[config.mk]
export PLATFORM = sky130hd
export DESIGN_NAME = frame_sequencer_flat
export DESIGN_NICKNAME = d
export VERILOG_FILES = /design/src/rtl/frame_sequencer_if.sv /design/src/rtl/frame_sequencer.sv /design/src/flat_wrapper.sv
export SDC_FILE = /design/constraint.sdc
export NUM_CORES = 1
export LEC_CHECK = 0
export CAP_MARGIN = 10
export CORE_MARGIN = 8
export CORE_UTILIZATION = 53
export DETAILED_ROUTE_END_ITERATION = 10
export PLACE_DENSITY = 0.84
export SETUP_SLACK_MARGIN = 0.5
export SYNTH_ARGS = -nofsm -noshare
export SYNTH_HDL_FRONTEND = slang
export SYNTH_SLANG_ARGS = --single-unit
[constraint.sdc]
create_clock -name clock -period 2.15 [get_ports clock]
set_input_delay 0.215 -clock clock [delete_from_list [all_inputs] [get_ports clock]]
set_output_delay 0.215 -clock clock [all_outputs]
set_load 0.1 [all_outputs]
[src/rtl/frame_sequencer_if.sv]
// Serial-to-word frame sequencer bus: serial bit inputs plus assembled-word and status outputs.
interface frame_sequencer_if #(
  parameter int WIDTH     = 10,
  parameter int MAX_WORDS = 16
);
  localparam int WC_W = $clog2(MAX_WORDS + 1);

  logic             frame_active;
  logic             bit_valid;
  logic             bit_in;
  logic [WIDTH-1:0] data_out;
  logic             go;
  logic             finish;
  logic [WC_W-1:0]  word_count;
  logic             busy;
  logic             overrun;

  modport master (
    output frame_active, bit_valid, bit_in,
    input  data_out, go, finish, word_count, busy, overrun
  );

  modport slave (
    input  frame_active, bit_valid, bit_in,
    output data_out, go, finish, word_count, busy, overrun
  );
endinterface

[src/rtl/frame_sequencer.sv]
// Assembles MSB-first serial bits into WIDTH-bit words per frame, flags the first word (go),
// signals frame end (finish) and counts words with a sticky overrun past MAX_WORDS.
//
// state   | meaning
// IDLE    | waiting for frame_active; outputs hold last frame's results
// COLLECT | shifting valid bits, emitting completed words
// DONE    | frame ended; one settle cycle, then finish for FINISH_CYCLES (skipped if empty)
module frame_sequencer #(
  parameter int WIDTH         = 10,
  parameter int MAX_WORDS     = 16,
  parameter int FINISH_CYCLES = 2
) (
  input logic              clock,
  input logic              reset,
  frame_sequencer_if.slave bus
);
  localparam int WC_W = $clog2(MAX_WORDS + 1);
  localparam int BC_W = (WIDTH > 1) ? $clog2(WIDTH) : 1;
  localparam int TM_W = (FINISH_CYCLES > 1) ? $clog2(FINISH_CYCLES + 1) : 1;
  localparam logic [BC_W-1:0] LAST_BIT = BC_W'(WIDTH - 1);
  localparam logic [WC_W-1:0] MAX_WC   = WC_W'(MAX_WORDS);
  localparam logic [TM_W-1:0] FIN_LOAD = TM_W'(FINISH_CYCLES);

  typedef enum logic [1:0] {IDLE, COLLECT, DONE} state_t;

  state_t           state_q, state_d;
  logic [WIDTH-1:0] shift_q, shift_d;
  logic [BC_W-1:0]  bit_cnt_q, bit_cnt_d;
  logic [WIDTH-1:0] data_q, data_d;
  logic [WC_W-1:0]  wc_q, wc_d;
  logic             go_q, go_d;
  logic             finish_q, finish_d;
  logic             ovr_q, ovr_d;
  logic [TM_W-1:0]  tmr_q, tmr_d;
  logic [WIDTH-1:0] assembled;

  assign assembled = {shift_q[WIDTH-2:0], bus.bit_in};

  always_ff @(posedge clock or negedge reset) begin
    if (!reset) begin
      state_q   <= IDLE;
      shift_q   <= '0;
      bit_cnt_q <= '0;
      data_q    <= '0;
      wc_q      <= '0;
      go_q      <= 1'b0;
      finish_q  <= 1'b0;
      ovr_q     <= 1'b0;
      tmr_q     <= '0;
    end else begin
      state_q   <= state_d;
      shift_q   <= shift_d;
      bit_cnt_q <= bit_cnt_d;
      data_q    <= data_d;
      wc_q      <= wc_d;
      go_q      <= go_d;
      finish_q  <= finish_d;
      ovr_q     <= ovr_d;
      tmr_q     <= tmr_d;
    end
  end

  always_comb begin
    state_d   = state_q;
    shift_d   = shift_q;
    bit_cnt_d = bit_cnt_q;
    data_d    = data_q;
    wc_d      = wc_q;
    go_d      = 1'b0;
    finish_d  = finish_q;
    ovr_d     = ovr_q;
    tmr_d     = tmr_q;

    case (state_q)
      IDLE: begin
        if (bus.frame_active) begin
          state_d   = COLLECT;
          shift_d   = '0;
          bit_cnt_d = '0;
          wc_d      = '0;
          ovr_d     = 1'b0;
        end
      end

      COLLECT: begin
        if (bus.bit_valid) begin
          shift_d = assembled;
          if (bit_cnt_q == LAST_BIT) begin
            bit_cnt_d = '0;
            if (wc_q < MAX_WC) begin
              data_d = assembled;
              wc_d   = wc_q + WC_W'(1);
              go_d   = (wc_q == '0);
            end else begin
              ovr_d = 1'b1;
            end
          end else begin
            bit_cnt_d = bit_cnt_q + BC_W'(1);
          end
        end
        // A word completing on the closing cycle is still emitted above; leftover bits are dropped.
        if (!bus.frame_active) begin
          state_d = DONE;
          tmr_d   = FIN_LOAD;
        end
      end

      DONE: begin
        if (!finish_q) begin
          if (wc_q == '0) state_d = IDLE;
          else            finish_d = 1'b1;
        end else begin
          tmr_d = tmr_q - TM_W'(1);
          if (tmr_q <= TM_W'(1)) begin
            finish_d = 1'b0;
            state_d  = IDLE;
          end
        end
      end

      default: state_d = IDLE;
    endcase
  end

  assign bus.data_out   = data_q;
  assign bus.go         = go_q;
  assign bus.finish     = finish_q;
  assign bus.word_count = wc_q;
  assign bus.busy       = (state_q != IDLE);
  assign bus.overrun    = ovr_q;
endmodule

[src/flat_wrapper.sv]
// flat-port wrapper written by rule: the top's interface ports become plain ports
module frame_sequencer_flat 
#(
  parameter int WIDTH         = 10,
  parameter int MAX_WORDS     = 16,
  parameter int FINISH_CYCLES = 2
)
  (clock, reset, bus_frame_active, bus_bit_valid, bus_bit_in, bus_data_out, bus_go, bus_finish, bus_word_count, bus_busy, bus_overrun);
  frame_sequencer_if #(.WIDTH(WIDTH), .MAX_WORDS(MAX_WORDS)) bus_i ();
  input logic clock;
  input logic reset;
  input wire logic [$bits(bus_i.frame_active)-1:0] bus_frame_active;
  input wire logic [$bits(bus_i.bit_valid)-1:0] bus_bit_valid;
  input wire logic [$bits(bus_i.bit_in)-1:0] bus_bit_in;
  output wire logic [$bits(bus_i.data_out)-1:0] bus_data_out;
  output wire logic [$bits(bus_i.go)-1:0] bus_go;
  output wire logic [$bits(bus_i.finish)-1:0] bus_finish;
  output wire logic [$bits(bus_i.word_count)-1:0] bus_word_count;
  output wire logic [$bits(bus_i.busy)-1:0] bus_busy;
  output wire logic [$bits(bus_i.overrun)-1:0] bus_overrun;
  assign bus_i.frame_active = bus_frame_active;
  assign bus_i.bit_valid = bus_bit_valid;
  assign bus_i.bit_in = bus_bit_in;
  assign bus_data_out = bus_i.data_out;
  assign bus_go = bus_i.go;
  assign bus_finish = bus_i.finish;
  assign bus_word_count = bus_i.word_count;
  assign bus_busy = bus_i.busy;
  assign bus_overrun = bus_i.overrun;
  frame_sequencer #(.WIDTH(WIDTH), .MAX_WORDS(MAX_WORDS), .FINISH_CYCLES(FINISH_CYCLES)) u_core (.clock(clock), .reset(reset), .bus(bus_i));
endmodule
==> flow_metrics.py <==
metrics = {
    "placed_design": {
        "post-place-ws_ps": 222.7,
        "gp_congestion": 0.8002,
        "io_buffer_count": 23,
        "dp_hpwl_microns": 2724,
        "place_inst": 222,
        "placed_area_sq_um": 1944,
    },
    "synth": {
        "yosys_warnings": 0,
        "synth.avg_cell_area_sq_um": 10.73,
        "synth_edf_count": 0,
        "synth_ff_type": "dfrtp_1",
        "syn_inst": 159,
        "synthDominantAreaCellType": "dfrtp_1",
        "synthDominantCellAreaShare_pct": 51.32,
        "syn_area_sq_um": 1707,
        "synthDistinctLibCells": 44,
        "synthArstFlopShare_pct": 100.0,
        "synth.most_common_cell": "dfrtp_1",
        "ys_seq_area_share_pct": 51.32,
        "ys_top_cells_by_count": "dfrtp_1, o21ai_0, inv_1",
        "synthTopCellsByArea": "dfrtp_1, o21ai_0, inv_1",
        "yosys_register_bits": 35,
        "mappedNetlistNets": 169,
    },
    "worst_setup_path": {
        "cp.arrival_ps": 1810,
        "endpoint_kind": "register",
        "r2r-start": "u_core.bus.word_count[0]",
        "crit_type": "register to register",
        "startpoint_type": "register",
        "reg2reg_depth": 5,
        "worstReg2RegEnd": "u_core.state_q[1]",
        "required_ps": 2350,
        "ff2ff_setup_slack_ps": 540,
        "cp_max_fo": 4,
    },
    "cts": {
        "cts_hold_buf": 0,
        "cts_sinks": 35,
        "numCtsBuffers": 5,
        "clk_pin_slew_ps": 120,
        "cts_tree": "yes",
        "clockBufferDepth": 2,
        "cts_root_buf": "clkbuf_4",
        "cts_max_level": 2,
        "clkLatencyLatePin_ps": 340,
    },
    "timing": {
        "relSlewSlack_pct": 74.42,
        "period_minus_slack_ps": 1612,
        "max_clock_freq_mhz": 620.5,
        "fin_setup_tns_ps": 0,
        "setup_ws_ps": 538.4,
        "finalSetupViolCount": 0,
        "fin_crit_sh_pct": 74.96,
        "rsz0062_at_grt": "true",
        "final_hold_viol_count": 0,
        "fin_skew_ps": 21.93,
        "finalMaxSlewViolations": 0,
        "worst-slew-pin-transition_ps": 383.2,
    },
    "routing": {
        "drt_iter0_markers": 67,
        "drc": 0,
        "vias_per_cell": 5.600,
        "first_pass_iters": 4,
        "wire_per_inst_microns": 16.96,
        "routed_wl_microns": 4156,
        "antenna_left": 0,
        "via_count": 1372,
    },
    "cells_and_area": {
        "area_delta_synth_final_pct": 27.86,
        "fin_cells": 245,
        "n_antenna_cell": 0,
        "drive_gt1_share_pct": 32.84,
        "fin_nets": 210,
        "final_cell_area_sq_um": 2182,
    },
    "min_path": {
        "min_path_type": "input port to asynchronous set/reset pin",
    },
    "global_route": {
        "grtUsageTotal_pct": 15.34,
        "grt_pass1_vias": 1285,
        "antenna_found_initial": 0,
        "grt_first_pass_wirelength_microns": 6341,
        "grt-ovfl-total": 0,
        "grt_max_degree": 22,
    },
    "pwr": {
        "pwr-share-clk_pct": 30.6,
        "seqPwrFrac_pct": 40.2,
        "switching_share_pct": 34.31,
        "power.switching_w": 0.0006533,
        "power.internal_w": 0.001251,
        "combPwrFrac_pct": 29.2,
        "ir_drop_mv": 0.8512,
        "design_power_total_w": 0.001904,
        "leakage_nw": 0.9925,
        "pwr_density_cell_nw_per_um2": 872.6,
    },
    "floorplanning": {
        "dieArea_sq_um": 5292,
        "fp-row-count": 20,
        "fp.dieH_microns": 72.75,
        "ioPinCount": 24,
        "die_w_microns": 72.75,
        "core_sq_um": 3053,
        "initial_utilization_pct": 55.90,
    },
    "status": {
        "status": "finished, final reports clean",
    },
    "run": {
        "max_cap_viol_count": 0,
    },
}
## layer usage
layer	global-route usage, %	up-vias	wire length [microns]
met4	3.111	0	17
met1	17.91	684	1778
met3	5.769	2	184
met5	0	-	0
met2	26.04	29	2175
li1	-	657	-
## critical path: stages, from the launching register on
cell and delay, ps:
dfrtp_4 520, inv_1 60, ha_1 130, or4b_4 480, mux2i_1 180, o22ai_1 100
## kinds of logic after synthesis
family	after synthesis	synth area share (%)
muxes	5	3.226
buffers and inverters	25	6.745
DFF	35	51.32
and+or+nand+nor	38	16.50
AOI/OAI and AO/OA	51	18.55
adders and majority gates	5	3.666
## how the worst max path moves through the flow
stage	start	end	slack (ps)	cells after the start
floorplan	u_core.bus.word_count[1]	u_core.bus.finish	450	5
global placement	bus_bit_valid	u_core.bus.data_out[0]	320	4
detailed placement	bus_bit_valid	u_core.bus.data_out[0]	220	4
CTS	u_core.bit_cnt_q[1]	u_core.bit_cnt_q[3]	510	5
global route	u_core.bit_cnt_q[1]	u_core.bit_cnt_q[3]	480	5
finish	u_core.bus.word_count[0]	u_core.state_q[1]	540	5
## sequential cells by signal (all words and copies together) (netlist names), 2 cells and up
name / count
u_core.bit_cnt_q: 4
u_core.state_q: 2
u_core.bus.word_count: 5
u_core.bus.data_out: 10
u_core.shift_q: 9
u_core.tmr_q: 2
## per-stage QoR
step / utilization (%) / hold slack [ps]
2_1_floorplan: - / -80.59
3_3_place_gp: 63.69 / 478.3
3_5_place_dp: 63.69 / 499.6
4_1_cts: 68.28 / 217.1
5_1_grt: 71.48 / 228.5
6_report: 71.48 / 210.7
## layout make-up
class	instances	area [sq um]
Clock buffer	6	41.29
Inverter	17	63.81
Fill cell	236	870.8
Timing Repair Buffer	41	340.3
Clock inverter	2	60.06
Multi-Input combinational cell	100	734.5
Tap cell	44	55.05
Sequential cell	35	887.1
## layout by cell type, fill, tap and decap left out, drive strengths merged, types with 3 or more instances in the layout
master and count:
nand2 3, clkdlybuf4s50 4, nand3 3, o21ai 32
nor2 3, a21oi 5, or4 9, mux2i 4
or2 4, inv 17, o211ai 3, ha 5
nor2b 3, buf 37, dfrtp 35, clkbuf 6
nand2b 3
## what timing repair did
| item | CTS | global route |
|---|---|---|
| cloned | 0 | 1 |
| resized for setup | 7 | 3 |
| setup endpoints to repair | 10 | 9 |
| pin swaps | 0 | 3 |
| setup buffers | 3 | 11 |
## power by group through the flow
stage / Clock [W] / Combinational [W] / Sequential, W
6_report: 0.000583 / 0.000556 / 0.000766
3_3_place_gp: 0 / 0.000465 / 0.000778
2_1_floorplan: 0 / 0.000182 / 0.000957
4_1_cts: 0.000585 / 0.000515 / 0.000764
3_5_place_dp: 0 / 0.000482 / 0.000784
5_1_grt: 0.000622 / 0.000587 / 0.000772
Power figures use the tool's default switching activity.
